--- src/rtl/tl_ul_client_arbiter.sv ---
// Two-client TL-UL arbiter sharing one manager port. The A channel passes through combinationally with round-robin grant and a source-ID extended by the client bit.
// D responses are routed back by that bit. Backpressure passes straight through on both channels, and an outstanding limit gates each client.
module tl_ul_client_arbiter #(
  parameter int ADDR_W  = 32,
  parameter int DATA_W  = 32,
  parameter int SRC_W   = 2,
  parameter int MAX_OUT = 4
) (
  input  logic                clock,
  input  logic                reset_n,
  input  logic                c0_a_valid,
  output logic                c0_a_ready,
  input  logic [2:0]          c0_a_opcode,
  input  logic [2:0]          c0_a_size,
  input  logic [SRC_W-1:0]    c0_a_source,
  input  logic [ADDR_W-1:0]   c0_a_address,
  input  logic [DATA_W/8-1:0] c0_a_mask,
  input  logic [DATA_W-1:0]   c0_a_data,
  output logic                c0_d_valid,
  input  logic                c0_d_ready,
  output logic [2:0]          c0_d_opcode,
  output logic [2:0]          c0_d_size,
  output logic [SRC_W-1:0]    c0_d_source,
  output logic                c0_d_denied,
  output logic [DATA_W-1:0]   c0_d_data,
  input  logic                c1_a_valid,
  output logic                c1_a_ready,
  input  logic [2:0]          c1_a_opcode,
  input  logic [2:0]          c1_a_size,
  input  logic [SRC_W-1:0]    c1_a_source,
  input  logic [ADDR_W-1:0]   c1_a_address,
  input  logic [DATA_W/8-1:0] c1_a_mask,
  input  logic [DATA_W-1:0]   c1_a_data,
  output logic                c1_d_valid,
  input  logic                c1_d_ready,
  output logic [2:0]          c1_d_opcode,
  output logic [2:0]          c1_d_size,
  output logic [SRC_W-1:0]    c1_d_source,
  output logic                c1_d_denied,
  output logic [DATA_W-1:0]   c1_d_data,
  output logic                m_a_valid,
  input  logic                m_a_ready,
  output logic [2:0]          m_a_opcode,
  output logic [2:0]          m_a_size,
  output logic [SRC_W:0]      m_a_source,
  output logic [ADDR_W-1:0]   m_a_address,
  output logic [DATA_W/8-1:0] m_a_mask,
  output logic [DATA_W-1:0]   m_a_data,
  input  logic                m_d_valid,
  output logic                m_d_ready,
  input  logic [2:0]          m_d_opcode,
  input  logic [2:0]          m_d_size,
  input  logic [SRC_W:0]      m_d_source,
  input  logic                m_d_denied,
  input  logic [DATA_W-1:0]   m_d_data,
  output logic [3:0]          c0_outstanding,
  output logic [3:0]          c1_outstanding,
  output logic                protocol_err
);

  localparam logic [3:0] MAX_CNT = 4'(MAX_OUT);

  logic [3:0] cnt0, cnt1;
  logic       prio, lock, lock_idx;
  logic       elig0, elig1, grant, grant_vld, a_fire;
  logic       d_idx, d_fire, inc0, inc1, dec0, dec1;

  assign elig0 = c0_a_valid && (cnt0 < MAX_CNT);
  assign elig1 = c1_a_valid && (cnt1 < MAX_CNT);

  // A stalled request keeps its grant so valid never drops mid-handshake.
  always_comb begin
    grant = 1'b0;
    if (lock)
      grant = lock_idx;
    else if (elig0 && elig1)
      grant = prio;
    else if (elig1)
      grant = 1'b1;
  end

  assign grant_vld  = reset_n && (grant ? elig1 : elig0);
  assign a_fire     = grant_vld && m_a_ready;
  assign m_a_valid  = grant_vld;
  assign c0_a_ready = grant_vld && !grant && m_a_ready;
  assign c1_a_ready = grant_vld && grant && m_a_ready;

  assign m_a_opcode  = grant ? c1_a_opcode  : c0_a_opcode;
  assign m_a_size    = grant ? c1_a_size    : c0_a_size;
  assign m_a_source  = {grant, (grant ? c1_a_source : c0_a_source)};
  assign m_a_address = grant ? c1_a_address : c0_a_address;
  assign m_a_mask    = grant ? c1_a_mask    : c0_a_mask;
  assign m_a_data    = grant ? c1_a_data    : c0_a_data;

  assign d_idx      = m_d_source[SRC_W];
  assign c0_d_valid = reset_n && m_d_valid && !d_idx;
  assign c1_d_valid = reset_n && m_d_valid && d_idx;
  assign m_d_ready  = reset_n && (d_idx ? c1_d_ready : c0_d_ready);
  assign d_fire     = m_d_valid && m_d_ready;

  assign c0_d_opcode = m_d_opcode;
  assign c0_d_size   = m_d_size;
  assign c0_d_source = m_d_source[SRC_W-1:0];
  assign c0_d_denied = m_d_denied;
  assign c0_d_data   = m_d_data;
  assign c1_d_opcode = m_d_opcode;
  assign c1_d_size   = m_d_size;
  assign c1_d_source = m_d_source[SRC_W-1:0];
  assign c1_d_denied = m_d_denied;
  assign c1_d_data   = m_d_data;

  assign inc0 = a_fire && !grant;
  assign inc1 = a_fire && grant;
  assign dec0 = d_fire && !d_idx;
  assign dec1 = d_fire && d_idx;

  // A response against an empty count is an error and must not underflow.
  function automatic logic [3:0] next_cnt(input logic [3:0] cnt, input logic inc, input logic dec);
    logic [3:0] sum;
    sum = cnt + {3'b000, inc};
    if (dec && (cnt != 4'd0))
      sum = sum - 4'd1;
    return sum;
  endfunction

  always_ff @(posedge clock or negedge reset_n) begin
    if (!reset_n) begin
      cnt0         <= 4'd0;
      cnt1         <= 4'd0;
      prio         <= 1'b0;
      lock         <= 1'b0;
      lock_idx     <= 1'b0;
      protocol_err <= 1'b0;
    end else begin
      cnt0     <= next_cnt(cnt0, inc0, dec0);
      cnt1     <= next_cnt(cnt1, inc1, dec1);
      lock     <= grant_vld && !m_a_ready;
      lock_idx <= grant;
      if (a_fire)
        prio <= ~grant;
      if ((dec0 && cnt0 == 4'd0) || (dec1 && cnt1 == 4'd0))
        protocol_err <= 1'b1;
    end
  end

  assign c0_outstanding = cnt0;
  assign c1_outstanding = cnt1;

endmodule
--- config.mk ---
export PLATFORM = sky130hd
export DESIGN_NAME = tl_ul_client_arbiter
export DESIGN_NICKNAME = d
export VERILOG_FILES = /design/src/rtl/tl_ul_client_arbiter.sv
export SDC_FILE = /design/constraint.sdc
export NUM_CORES = 1
export LEC_CHECK = 0
export CORE_AREA = 5 5 143 145
export DETAILED_ROUTE_END_ITERATION = 16
export DIE_AREA = 0 0 148 150
export SLEW_MARGIN = 5
export SYNTH_ARGS = -nofsm -noshare
export SYNTH_HDL_FRONTEND = slang
export SYNTH_SLANG_ARGS = --single-unit
export TNS_END_PERCENT = 20
--- constraint.sdc ---
create_clock -name clock -period 4.5 [get_ports clock]
set_clock_uncertainty 0.05 [all_clocks]
set_input_delay 0.45 -clock clock [delete_from_list [all_inputs] [get_ports clock]]
set_output_delay 0.45 -clock clock [all_outputs]
set_load 0.01 [all_outputs]
== Yosys cells after proc, flatten, opt, wreduce, memory -nomap -nowiden ==
Cells that the tools add are included.
W data, S select, Z words.

* Add/subtract/negate cells: 4
* Order comparisons: 2
* Multiplexer cells: 13
* Bitwise logic cells: 1
* Reductions and logical operators: 31

{| class="wikitable"
|+ Operators by type and width
! operator !! count
|-
| $mux W32 || 2
|-
| $logic_and A1 B1 Y1 || 23
|-
| $mux W4 || 3
|-
| $add A4 B1 Y4 || 2
|-
| $logic_not A4 Y1 || 2
|-
| $lt A4 B3 Y1 const B || 2
|-
| $reduce_bool A4 Y1 || 2
|-
| $sub A4 B1 Y4 const B || 2
|-
| $mux W3 || 2
|-
| $mux W1 || 5
|-
| $logic_not A1 Y1 || 3
|-
| $mux W2 || 1
|-
| $logic_or A1 B1 Y1 || 1
|-
| $not A1 Y1 || 1
|}

* Register bits: 12
* Bits of input ports: 202

== Logic depth before layout (Yosys ltp) ==
Gate-level depths: netlist of the first run.

* Word-level depth: 12
* Depth in mapped cells: 12
* Depth with buffers taken out: 11

== Least setup slack after synthesis of the first run ==
OpenSTA, ideal clock, no wires.

* Kind: register to register
* Start point: register cnt0[3], in the netlist c0_outstanding[3]
* End point: register cnt1[2], in the netlist c1_outstanding[2]
* Setup time: 0.079 ns
* Arrival time: 2.531 ns
* Setup slack: 1.840 ns
* Cell stages (with the launch flop): 12
* Path buffers: 0
* Clock period less this slack: 2.660 ns
* Cell sequence: dfrtp_1 or4b_2 a32oi_1 and3_1 and2_1 ha_1 ha_1 inv_1 ha_1 inv_1 nor2_1 xor2_1

* Word-level cells in the longest chain between the ends: 12

{| class="wikitable"
|+ RTL lines
! element !! RTL line !! source
|-
| from (decl) || 63 || <nowiki>logic [3:0] cnt0, cnt1;</nowiki>
|-
| from (signal assigned) || 135 || <nowiki>cnt0 <= next_cnt(cnt0, inc0, dec0);</nowiki>
|-
| $lt A4 B3 Y1 * || 68 || <nowiki>assign elig0 = c0_a_valid && (cnt0 < MAX_CNT);</nowiki>
|-
| $logic_and A1 B1 Y1 * || 68 ||
|-
| $logic_and A1 B1 Y1 || 76 || <nowiki>else if (elig0 && elig1)</nowiki>
|-
| $mux W1 || 76 ||
|-
| $mux W1 || 74 || <nowiki>if (lock)</nowiki>
|-
| $mux W1 || 82 || <nowiki>assign grant_vld = reset_n && (grant ? elig1 : elig0);</nowiki>
|-
| $logic_and A1 B1 Y1 || 82 ||
|-
| $logic_and A1 B1 Y1 || 83 || <nowiki>assign a_fire = grant_vld && m_a_ready;</nowiki>
|-
| $logic_and A1 B1 Y1 * || 113 || <nowiki>assign inc1 = a_fire && grant;</nowiki>
|-
| $add A4 B1 Y4 * || 120 || <nowiki>sum = cnt + {3'b000, inc};</nowiki>
|-
| $sub A4 B1 Y4 || 122 || <nowiki>sum = sum - 4'd1;</nowiki>
|-
| $mux W4 * || 121 || <nowiki>if (dec && (cnt != 4'd0))</nowiki>
|-
| to (signal assigned) || 136 || <nowiki>cnt1 <= next_cnt(cnt1, inc1, dec1);</nowiki>
|-
| to (decl) || 63 ||
|}

Mark *: on every way between the ends. The rest lies on a longest branch, timed or not.
A chain may end at the register's enable or synchronous reset.

== Final worst setup path of the first run ==
* Start point: input port c1_a_valid
* End point: output port m_a_opcode[1]

* Word-level cells in the longest chain between the ends: 5
* Elaborated cells on any way between the ends: 6

{| class="wikitable"
|+ RTL lines
! element !! RTL line !! source
|-
| from (decl) || 26 || <nowiki>input logic c1_a_valid,</nowiki>
|-
| $logic_and A1 B1 Y1 * || 69 || <nowiki>assign elig1 = c1_a_valid && (cnt1 < MAX_CNT);</nowiki>
|-
| $mux W1 / $logic_and A1 B1 Y1 (equally long branches) || 78, 76 ||
|-
| $mux W1 * || 76 ||
|-
| $mux W1 * || 74 ||
|-
| $mux W3 * || 88 || <nowiki>assign m_a_opcode = grant ? c1_a_opcode : c0_a_opcode;</nowiki>
|-
| to (decl) || 43 || <nowiki>output logic [2:0] m_a_opcode,</nowiki>
|}

Marks and branches as above.

==> summary.txt, run 1 <==
Synthesis
  – Leading area contributor after synthesis: mux2_2
  – Seq/Total Area, Yosys: 12.9%
  – Synthesis Warnings: 0
  – Syn Nets: 449
  – Gate Count Post-Synth: 241
  – Synth top area share: 33.4%
  – Synth area leaders: mux2_2 (33%), buf_4 (27%), dfrtp_1 (13%), buf_6 (3.9%), mux2_1 (3.4%)
  – Number of flops mapped to enable cells by yosys: 0
  – Cell with the most instances after synthesis: buf_4
  – Synth top cells by count: buf_4 (83), mux2_2 (69), dfrtp_1 (12)
  – Synth cell types: 30
  – Post-synthesis cell area: 2330 µm²
  – Ys async rst share: 100%
  – Post-synth top flop: dfrtp_1
  – Seq cells post-synth: 12
  – Avg Cell Area, Syn: 9.66 µm²

Clock network
  – PostCTS Resize Cnt: 0
  – Longest Clk Path Bufs: 2
  – Clock sink total: 12
  – Setup bufs post-CTS: 0
  – CTS tree: yes
  – Worst skew pair latency: 0.24 ns
  – Root Driver: clkbuf_16
  – Clock Pin Slew Worst Setup and Hold Paths: 0.04 ns
  – H-tree levels: 1
  – Hold_buf cts: 0
  – CTS buffer count: 3

Layout
  – Area Growth Syn to Fin: 94.1%
  – # diodes: 0
  – Area of the multi-input gates: 1280 µm²
  – Fill count: 2032
  – Fin nets: 616
  – Final non-filler cell total: 644
  – Share of cells above drive strength 1: 19.5%
  – Register area: 300 µm²

Detailed routing
  – DR WL/cell: 19.2 µm
  – Via count: 2392
  – DRT antenna net count: 0
  – WL met2: 5.55 mm
  – Drt initial violations: 40
  – Wire length on met1: 4.79 mm
  – Highest metal used: met5
  – First-pass detailed-route iteration total: 4
  – Vias per cell: 3.71
  – Met3 WL post-DR: 1.97 mm
  – Drt total wl: 12.4 mm
  – Residual DRC: 0

Die
  – Initial core utilization: 12.2%
  – # rows: 51
  – Die area: 22200 µm²
  – Core ar.: 19100 µm²
  – DIE WIDTH: 148 µm
  – I/O pin count: 376
  – Die height: 150 µm

Timing
  – Final setup fails: 0
  – FMAX: 281 MHz
  – Final period util: 79.2%
  – Final setup TNS: 0 ns
  – RSZ-0062 raised after global routing: no
  – Final Hold Viols: 0
  – Worst Tran Pin Value: 0.810 ns
  – Max-slew violations: 0
  – Relative slew slack: 45.5%
  – Final min period: 3.56 ns

Setup path
  – CP Capture Type: output pin
  – Worst r2r path cells: 11
  – Worst endpoint data arrival time: 3.06 ns
  – Setup CP Type: primary input to output pin
  – Most numerous cell on the critical path: clkdlybuf4s50_1
  – Reg-to-reg endpoint: c1_outstanding[2]
  – Worst path cell trace: clkdlybuf4s50_1 -> or3b_4 -> o31ai_4 -> buf_4 -> mux2_2 -> clkdlybuf4s50_1
  – Reg2Reg Setup Slack: 1.51 ns
  – Critical path launch point type: primary input
  – Critical Path RT: 4.00 ns
  – Crit path max-delay cell type: buf_4
  – CP max stage delay: 0.56 ns
  – Reg2reg start: c0_outstanding[3]
  – Max FO, Critical Path: 52

GRT
  – First-pass GRT wire length: 16.6 mm
  – Gr ovfl total: 0
  – Largest net degree at the start of global routing: 53
  – Vias in the first global route: 2583
  – Antenna violations before repair: 1
  – Tot GR Track Use: 9.77%

Hold path
  – Min-delay src: protocol_err
  – WHS Endpoint: protocol_err
  – WHS Path Cells: 2
  – Hold WC Path Type: flip-flop to flip-flop

Placement
  – Placed insts: 641
  – Global placement routability congestion: 0.884
  – Hpwl dp: 10.6 mm
  – Port bufs: 252

Flow run
  – Maxcap violations: 0

Power
  – Peak supply drop: 162 µV
  – Power Dens Cells: 359 nW/µm²
  – LEAKAGE: 1.67 nW

Run status
  – Status: complete, no violations
through the flow:
step	util, %	total power [mW]	hold WS [ns]	worst slack [ns]	instance area, µm²
2_1_floorplan	-	0.907	0.104	1.84	2330
3_3_place_gp	23.3	1.46	0.408	0.993	4450
3_5_place_dp	23.3	1.48	0.420	0.934	4450
4_1_cts	23.7	1.65	0.437	0.912	4520
5_1_grt	23.7	1.72	0.459	0.850	4520
6_report	23.7	1.62	0.432	0.936	4520
kinds of logic (layout without fill, tap and decap cells):
kind of cell / after synthesis / after routing / synth area share [%]
AOI/OAI and AO/OA: 5 / 5 / 2.04
xor gates and xnor gates: 10 / 10 / 3.76
adders and majority gates: 6 / 6 / 3.22
buffers and inverters: 99 / 264 / 32.0
DFF: 12 / 12 / 12.9
muxes: 79 / 79 / 38.0
and+or+nand+nor: 30 / 30 / 8.06
per-layer routing:
layer	GRT usage [%]	vias up
li1	-	1072
met1	11.6	1060
met2	15.6	252
met3	6.27	6
met4	0.693	2
met5	0	-
layout by cell type (no fill, tap or decap), types with 3 or more instances in the layout:
| cell | count |
|---|---|
| mux2i_1 | 3 |
| nand2_1 | 5 |
| and2_1 | 3 |
| xnor2_1 | 6 |
| clkdlybuf4s50_1 | 252 |
| mux2_1 | 7 |
| nor2b_1 | 4 |
| nor4_1 | 3 |
| mux2_2 | 69 |
| nor2_1 | 4 |
| dfrtp_1 | 12 |
| inv_1 | 7 |
| xor2_1 | 4 |
| clkbuf_16 | 3 |
| ha_1 | 6 |
area by class of cell:
cell class / count / area share, %
repair buffers: 254 / 56.1
multi-input cells: 130 / 28.4
flip-flops and latches: 12 / 6.64
well taps: 238 / 6.59
clock buffers: 3 / 1.66
inverters: 7 / 0.581
state kept, by name, indices dropped and copies added (netlist names):
register and flops:
lock_idx 1, c1_outstanding 4, c0_outstanding 4, lock 1, protocol_err 1, prio 1
power breakdown:
group	switching, mW	internal [mW]	leakage [nW]
Combinational	0.493	0.749	1.49
Clock	0.0465	0.116	0.0370
Sequential	0.0633	0.154	0.142
Total	0.603	1.02	1.67
worst max-delay path by stage:
stage | start | slack, ns | to
final | c1_a_valid | 0.94 | m_a_opcode[1]
after global routing | c1_a_valid | 0.85 | m_a_data[19]
after CTS | c1_a_valid | 0.91 | m_a_data[19]
after detailed placement | c1_a_valid | 0.93 | m_a_data[19]
after global placement | c1_a_valid | 0.99 | m_a_data[19]
after floorplan | c0_outstanding[3] | 1.84 | c1_outstanding[2]
worst max-delay path: cells and delay by family:
| family | cells | cell delay (ns) |
|---|---|---|
| AOI/OAI and AO/OA | 1 | 0.19 |
| buffers and inverters | 3 | 1.55 |
| muxes | 1 | 0.41 |
| and+or+nand+nor | 1 | 0.40 |
Note: power is estimated with default switching activity, not from simulation.
==> inputs of run 2 (changes only) <==
CORE_AREA = 5 5 142 144   (was 5 5 143 145)
DIE_AREA = 0 0 147 149   (was 0 0 148 150)
clock period = 3.7 ns   (was 4.5 ns; I/O delays follow)
==> run 2 against run 1 <==
Net effect:
- sequential share of layout area is 0.060 points lower
- register-to-register slack worse by 0.76 ns
- first-iteration DRC count grew 20%
- design area rose by 0.91%
- core utilization rose by 0.86 points
- hold slack barely moved
- largest power group unchanged
==> summary.txt, run 2 (synthesized netlist as in run 1, its figures left out) <==
Setup path
  – Reg2reg start: c0_outstanding[2]
  – Most numerous cell on the critical path: clkdlybuf4s50_1
  – Worst endpoint data arrival time: 2.86 ns (-0.20 ns)
  – CP Capture Type: output pin
  – Critical path launch point type: primary input
  – Worst path cell trace: clkdlybuf4s50_1 -> or3b_4 -> o31ai_4 -> buf_12 -> mux2_2 -> clkdlybuf4s50_1
  – Reg-to-reg endpoint: c1_outstanding[2]
  – Worst r2r path cells: 11 (unchanged)
  – CP max stage delay: 0.50 ns (-0.06 ns)
  – Stages on worst setup path: 6 (unchanged)
  – CP delay by family, top: buffers and inverters
  – Max FO, Critical Path: 60 (+15%)
  – Setup CP Type: primary input to output pin
  – Crit path max-delay cell type: clkdlybuf4s50_1
  – Buffers and inverters on the worst path: 3 (unchanged)
  – Critical Path RT: 3.28 ns (-0.72 ns)
  – Reg2Reg Setup Slack: 0.75 ns (-0.76 ns)

GRT
  – Largest net degree at the start of global routing: 61 (+15%)
  – First-pass GRT wire length: 14.7 mm (-12%)
  – Vias in the first global route: 2607 (+0.93%)
  – Antenna violations before repair: 0 (-1)
  – Gr ovfl total: 0 (unchanged)
  – Tot GR Track Use: 8.27% (-1.5 points)

Power
  – Power Dens Cells: 438 nW/µm² (+22%)
  – LEAKAGE: 1.69 nW (+1.1%)
  – Total Power: 2.00 mW (+23%)
  – Peak supply drop: 253 µV (+56%)

Clock network
  – PostCTS Resize Cnt: 0 (unchanged)
  – Root Driver: clkbuf_16
  – Clock sink total: 12 (unchanged)
  – Longest Clk Path Bufs: 2 (unchanged)
  – CTS buffer count: 3 (unchanged)
  – Worst skew pair latency: 0.23 ns (about the same)
  – H-tree levels: 1 (unchanged)
  – Clock Pin Slew Worst Setup and Hold Paths: 0.04 ns (about the same)
  – Hold_buf cts: 0 (unchanged)
  – Setup bufs post-CTS: 0 (unchanged)
  – CTS tree: yes

Timing
  – Worst Tran Pin Value: 0.789 ns (-0.0217 ns)
  – RSZ-0062 raised after global routing: no
  – Final period util: 88.6%
  – Max-slew violations: 0 (unchanged)
  – FMAX: 305 MHz
  – Final setup TNS: 0 ns (unchanged)
  – Relative slew slack: 46.9% (+1.5 points)
  – Final min period: 3.28 ns
  – Final Hold Viols: 0 (unchanged)
  – Hold_ws: 0.432 ns (-0.000220 ns)
  – Final setup fails: 0 (unchanged)
  – Post-layout worst setup margin: 0.422 ns (-0.514 ns)

Run status
  – Status: complete, no violations

Placement
  – Port bufs: 252 (unchanged)
  – Placed cell areas: 4470 µm² (+0.62%)
  – Hpwl dp: 8.88 mm (-16%)
  – Global placement routability congestion: 0.864 (-2.3%)
  – Pre-CTS WS: 0.377 ns (-0.557 ns)
  – Placed insts: 638 (-0.47%)

Layout
  – Area Growth Syn to Fin: 95.9%
  – Final non-filler cell total: 642 (-0.31%)
  – Core Util, Final: 24.6% (+0.86 points)
  – Fin area: 4560 µm² (+0.91%)
  – Most common cell after layout, fill and taps aside: clkdlybuf4s50_1
  – Fill count: 1943 (-4.4%)
  – Share of cells above drive strength 1: 19.9% (+0.39 points)
  – Fin nets: 617 (+0.16%)
  – # diodes: 0 (unchanged)
  – Most frequent cells in the layout: clkdlybuf4s50_1 (252), mux2_2 (69), dfrtp_1 (12), inv_1 (7), mux2_1 (7)

Detailed routing
  – DRT antenna net count: 0 (unchanged)
  – Drt initial violations: 48 (+20%)
  – Via count: 2298 (-3.9%)
  – Drt total wl: 10.2 mm (-17%)
  – DR WL/cell: 16.0 µm (-17%)
  – Residual DRC: 0 (unchanged)
  – Vias per cell: 3.58 (-3.6%)
  – First-pass detailed-route iteration total: 4 (unchanged)

Die
  – Die height: 149 µm (-0.67%)
  – I/O pin count: 376 (unchanged)
  – DIE WIDTH: 147 µm (-0.68%)
  – Core ar.: 18600 µm² (-2.6%)
  – Initial core utilization: 12.5% (+0.33 points)
  – # rows: 50 (-2.0%)
  – Die area: 21900 µm² (-1.3%)

Hold path
  – WHS Path Cells: 2 (unchanged)
  – WHS Endpoint: protocol_err
  – Hold WC Path Type: flip-flop to flip-flop
  – Min-delay src: protocol_err

Flow run
  – Maxcap violations: 0 (unchanged)
run 2: changes by cell type in the layout (fill, tap and decap cells not counted), sizes merged:
cell / delta
clkbuf: +1
buf: +1
run 2: where the power goes:
part / switching [mW] / internal (mW) / total, mW
logic: 0.585 / 0.934 / 1.52
clock network: 0.0528 / 0.163 / 0.216
registers: 0.0759 / 0.187 / 0.263
run 2: worst max-delay path by stage:
| stage | end | slack (ns) | start |
|---|---|---|---|
| 2_1_floorplan | c1_outstanding[2] | 1.04 | c0_outstanding[3] |
| 3_3_place_gp | m_a_data[26] | 0.41 | c1_a_valid |
| 3_5_place_dp | m_a_data[26] | 0.38 | c1_a_valid |
| 4_1_cts | m_a_data[26] | 0.36 | c1_a_valid |
| 5_1_grt | m_a_data[26] | 0.30 | c1_a_valid |
| 6_report | m_a_size[2] | 0.42 | c1_a_valid |
run 2: worst reg2reg max path, cell delays in order (launching register included):
cell     delay (ns)
dfrtp_1        0.46
or4b_2         0.66
a32oi_1        0.26
and3_1         0.29
and2_1         0.17
ha_1           0.17
ha_1           0.27
inv_1          0.07
ha_1           0.14
inv_1          0.04
nor2_1         0.12
xor2_1         0.16
run 2: cell type report:
| class | instances | area [µm²] | share of cell area [%] |
|---|---|---|---|
| timing repair buffer | 255 | 2570 | 56.3 |
| multi-input combinational | 130 | 1280 | 28.1 |
| sequential | 12 | 300 | 6.58 |
| tap | 234 | 293 | 6.42 |
| clock buffer | 4 | 88.8 | 1.95 |
| inverter | 7 | 26.3 | 0.576 |
run 2: routing by layer:
layer,vias up,global-route usage [%],part of all wire (%)
li1,1074,-,-
met1,995,9.19,38
met2,227,13.8,46
met3,2,5.47,16
met4,0,0.652,0.078
met5,-,0,0
==> RTL edit 1, RTL diff (config.mk and constraints of run 1) <==
Set the parameter `DATA_W` to 24 (it was 32).
--- a/src/rtl/tl_ul_client_arbiter.sv
+++ b/src/rtl/tl_ul_client_arbiter.sv
@@ -4,3 +4,3 @@
   parameter int ADDR_W  = 32,
-  parameter int DATA_W  = 32,
+  parameter int DATA_W  = 24,
   parameter int SRC_W   = 2,
Interface: changed (9 resized); port bits go from 376 to 325. No check against the original RTL was run, so the function may have changed too.
==> RTL edit 1 against run 1 <==
Core utilization down 1.7 points. Synthesized area is 9.6% lower. Via count decreased by 11%. Power decreased by 5.4%. Count of clock-buffer cells in the layout up 1. Sequential cell count unchanged. Worst setup slack improved by 0.17 ns. Final area fell by 7.3%. Wire length is 20% lower. Highest routed layer unchanged.
==> RTL edit 1: results (changes against run 1) <==
vias: 2126  # -11%
synth-seq-area-share_pct: 14.3  # +1.4 points
reg2reg_slack_ns: 1.53  # +0.02 ns
synthFlopType: "dfrtp_1"
root_buffer: "clkbuf_16"
cp_slowest_cell: "clkdlybuf4s50_1"
cts_buffer_depth: 2  # unchanged
n_antenna_cell: 0  # unchanged
r2r_cells: 9  # -2
first_global_vias: 2168  # -16%
fmax_mhz: 295  # +5.1%
synthDistinctLibCells: 30  # unchanged
cts_resized: 0  # unchanged
synthesis.nets: 397  # -12%
firstDrtPassIters: 3  # -1
drt-initial-drc-count: 38  # -5.0%
grt_max_degree: 66  # +25%
worstMarginPinSlew_ns: 0.795  # -0.0153 ns
routed_wl_mm: 9.86  # -20%
drive_gt1_share_pct: 19.6  # +0.17 points
cts_max_level: 1  # unchanged
critPathMaxStageDelay_ns: 0.49  # -0.07 ns
p_seq_share_pct: 14.2  # +0.8 points
port_buffers: 225  # -11%
yosys_warnings: 0  # unchanged
leakage_uw: 0.00155  # -7.3%
status: "finished clean"
dp_hpwl_mm: 8.40  # -21%
grt_use_total_pct: 7.65  # -2.1 points
min_path_cells: 2  # unchanged
p_comb_share_pct: 74.0  # -2.6 points
clk_latency_ns: 0.24  # about the same
nets: 555  # -9.9%
synth.area.top_cells: "mux2_2 33%, buf_4 24%, dfrtp_1 14%, buf_6 3.7%, ha_1 3.6%"
gp_congestion: 0.727  # -18%
clkTransAtPathRegs_ns: 0.05
cp_max_fo: 65  # +25%
async_flop_share_pct: 100  # unchanged
drv_slew: 0  # unchanged
hold_path_class: "reg -> reg"
yosys-top-cells-count: "67 x buf_4, 61 x mux2_2, 12 x dfrtp_1"
place_ws_ns: 1.11  # +0.176 ns
vdd.ir_drop.worst_mv: 0.199  # +23%
grt_pass1_wl_mm: 13.4  # -20%
p_int_uw: 980  # -3.8%
antenna_found_initial: 2  # +1
cts-buffers-inserted: 3  # unchanged
postCtsSetupRepairBufs: 0  # unchanged
cp_top_family: "buffers and inverters"
crit_arrival_ns: 2.89  # -0.17 ns
RTL edit 1: logic make-up (layout without fill, tap and decap cells):
| logic type | count (synthesis) | in the layout | share of synthesized area [%] |
|---|---|---|---|
| multiplexers | 70 | 70 | 37.3 |
| AND/OR/NAND/NOR | 30 | 30 | 9.33 |
| AO/OA/AOI/OAI | 5 | 5 | 2.26 |
| adder cells (fa/ha/maj) | 6 | 6 | 3.57 |
| XOR/XNOR | 10 | 10 | 4.16 |
| flip-flops | 12 | 12 | 14.3 |
| buffers and inverters | 82 | 239 | 29.1 |
RTL edit 1: layout make-up:
class                   instances  area, µm²
inverters                       7       26.3
repair buffers                228       2290
multi-input cells             121       1190
fillers                      2048      14900
flip-flops and latches         12        300
well taps                     238        298
clock buffers                   4       88.8
RTL edit 1: routing by layer:
metal / up-vias / global-route usage (%) / wire length, µm
li1: 994 / - / -
met1: 935 / 8.96 / 3780
met2: 191 / 11.7 / 4350
met3: 4 / 5.51 / 1690
met4: 2 / 0.970 / 27
met5: - / 0 / 13
RTL edit 1: worst paths after layout:
| check | from | end |
|---|---|---|
| max | c1_a_valid | m_a_opcode[0] |
| min | protocol_err | protocol_err |
| min in group asynchronous | reset_n | protocol_err |
| max reg2reg | c0_outstanding[3] | c0_outstanding[3] |
| max in group asynchronous | reset_n | prio |
| min reg2reg | protocol_err | protocol_err |
RTL edit 1: worst min-delay path: cells and delay by family (launching register included):
family / cells / cell delay, ns
DFF: 1 / 0.34
AOI/OAI and AO/OA: 1 / 0.06
buffers and inverters: 1 / 0.04
RTL edit 1: stage by stage:
step                      cell area, µm²  cells  hold slack [ns]  power [µW]
after global routing                4190    610            0.459        1630
after floorplan                     2100    215            0.104         845
after detailed placement            4100    606            0.421        1370
final                               4190    610            0.426        1530
after global placement              4100    606            0.411        1340
after CTS                           4190    610            0.440        1560
==> RTL edit 2, RTL diff (settings of run 1) <==
Without the edit above. Reset style: synchronous (`reset_n`), changed in one clocked block.
--- a/src/rtl/tl_ul_client_arbiter.sv
+++ b/src/rtl/tl_ul_client_arbiter.sv
@@ -125,3 +125,3 @@
 
-  always_ff @(posedge clock or negedge reset_n) begin
+  always_ff @(posedge clock) begin
     if (!reset_n) begin
Check against the original RTL: differs if reset_n is asserted again (counterexample within 4 cycles, from zero or initial values and one cycle with reset_n low); with reset_n held inactive, the same outputs for 10 cycles.
==> RTL edit 2 against run 1 <==
Sequential cell count unchanged. Wire length grew 2.0%. Worst setup slack lost 0.085 ns. Non-clock buffer count did not move. Final area is 6.0% higher. Register-to-register slack gained 0.03 ns. Synthesized area grew 13%. Highest routed layer is now met4.
Power is not compared: it rests on default switching activity, and its combinational part moved more than twofold at a synthesized area within 25%.
==> RTL edit 2: results (changes against run 1) <==
vias: 2462  # +2.9%
drt-initial-drc-count: 53  # +33%
synth.area.top_cells: "mux2_4 36%, buf_4 24%, dfxtp_1 9.1%, mux2_2 4.7%, buf_12 4.6%"
root_buffer: "clkbuf_16"
synth-seq-area-share_pct: 9.13  # -3.8 points
netSwitchingPower_uw: 242
first_global_vias: 2644  # +2.4%
yosys-top-cells-count: "83 x buf_4, 63 x mux2_4, 12 x dfxtp_1"
async_flop_share_pct: 0  # -100 points
use_met3_pct: 6.48  # +0.21 points
clk_latency_ns: 0.24  # about the same
nets: 627  # +1.8%
min_path_cells: 2  # unchanged
grt.met1_usage_pct: 11.3  # -0.28 points
cts_buffer_depth: 2  # unchanged
worstHoldStart: "prio"
drive_gt1_share_pct: 20.1  # +0.64 points
routed_wl_mm: 12.6  # +2.0%
clkTransAtPathRegs_ns: 0.05
whs_ns: 0.445  # +0.0128 ns
reg2reg_to: "c1_outstanding[2]"
cp_max_fo: 40  # -23%
hold-path-endpoint: "prio"
port_buffers: 252  # unchanged
firstDrtPassIters: 4  # unchanged
grt_use_total_pct: 9.98  # +0.21 points
dp_hpwl_mm: 10.6  # -0.70%
yosys_warnings: 0  # unchanged
dpl_cell_area_mm2: 0.00470  # +5.8%
vdd.ir_drop.worst_mv: 0.199
synthDistinctLibCells: 37  # +23%
cts_resized: 0  # unchanged
leakage_uw: 0.00189
status: "finished clean"
synthesis.nets: 462  # +2.9%
grt_max_degree: 44  # -17%
synthFlopType: "dfxtp_1"
r2r-start: "c1_outstanding[3]"
crit_arrival_ns: 3.15  # +0.09 ns
worstMarginPinSlew_ns: 0.701  # -0.110 ns
antenna_found_initial: 0  # -1
postCtsSetupRepairBufs: 0  # unchanged
cts-buffers-inserted: 3  # unchanged
reg2reg_slack_ns: 1.54  # +0.03 ns
n_antenna_cell: 0  # unchanged
hold_buffers: 0  # unchanged
r2r_cells: 11  # unchanged
cts_max_level: 1  # unchanged
grtUsageMet2_pct: 16.4  # +0.80 points
hold_path_class: "reg -> reg"
grt_pass1_wl_mm: 17.3  # +4.2%
gp_congestion: 0.781  # -12%
RTL edit 2: changes by cell type in the layout (fill, tap and decap cells not counted), sizes merged, moves of 2 or more:
cell / delta
dfrtp: -12
dfxtp: +12
and2: +4
inv: -3
nand4: +3
nand3: +2
nor2: +2
nor4: -2
or4b: -2
RTL edit 2: worst max path at each step:
stage	cells past startpoint	from	slack, ns	endpoint
after floorplan	12	c1_a_valid	1.75	c1_outstanding[2]
after global placement	6	c1_a_valid	0.89	m_a_data[12]
after detailed placement	6	c1_a_valid	0.84	m_a_data[12]
after CTS	6	c1_a_valid	0.84	m_a_data[12]
after global routing	6	c1_a_valid	0.76	m_a_data[12]
final	6	c1_a_valid	0.85	m_a_data[12]
RTL edit 2: power groups by stage:
stage	clock network, µW	registers (µW)	logic (µW)
6_report	186	116	556
5_1_grt	194	117	585
4_1_cts	188	116	563
3_5_place_dp	0	118	557
3_3_place_gp	0	118	555
2_1_floorplan	0	118	325
RTL edit 2: through the flow:
| stage | utilization [%] | cells | setup slack, ns |
|---|---|---|---|
| global placement | 24.6 | 652 | 0.886 |
| global route | 25.1 | 656 | 0.763 |
| detailed placement | 24.6 | 652 | 0.845 |
| floorplan | - | 254 | 1.75 |
| finish | 25.1 | 656 | 0.851 |
| CTS | 25.1 | 656 | 0.843 |
RTL edit 2: per-layer routing:
metal | wire (µm) | vias up
met5 | 0 | -
met4 | 43 | 0
met3 | 2030 | 5
met2 | 5810 | 240
met1 | 4720 | 1101
li1 | - | 1116
RTL edit 2: worst max-delay path: stages:
cell and delay, ns:
clkdlybuf4s50_1 0.48, or3b_4 0.40, o31ai_4 0.28, buf_4 0.59, mux2_4 0.37, clkdlybuf4s50_1 0.51
RTL edit 2: cells by family after synthesis:
| kind of cell | Yosys count | synth area share, % |
|---|---|---|
| multiplexers | 79 | 42.7 |
| buffers and inverters | 98 | 30.1 |
| flip-flops | 12 | 9.13 |
| AO/OA/AOI/OAI | 6 | 2.19 |
| adder cells (fa/ha/maj) | 6 | 2.85 |
| AND/OR/NAND/NOR | 44 | 10.0 |
| XOR/XNOR | 9 | 2.99 |
RTL edit 2: final cells by class:
cell class / instances / area, µm²
Timing Repair Buffer: 254 / 2550
Inverter: 4 / 15.0
Multi-Input combinational cell: 144 / 1600
Tap cell: 238 / 298
Sequential cell: 12 / 240
Clock buffer: 4 / 88.8
Fill cell: 1995 / 14300
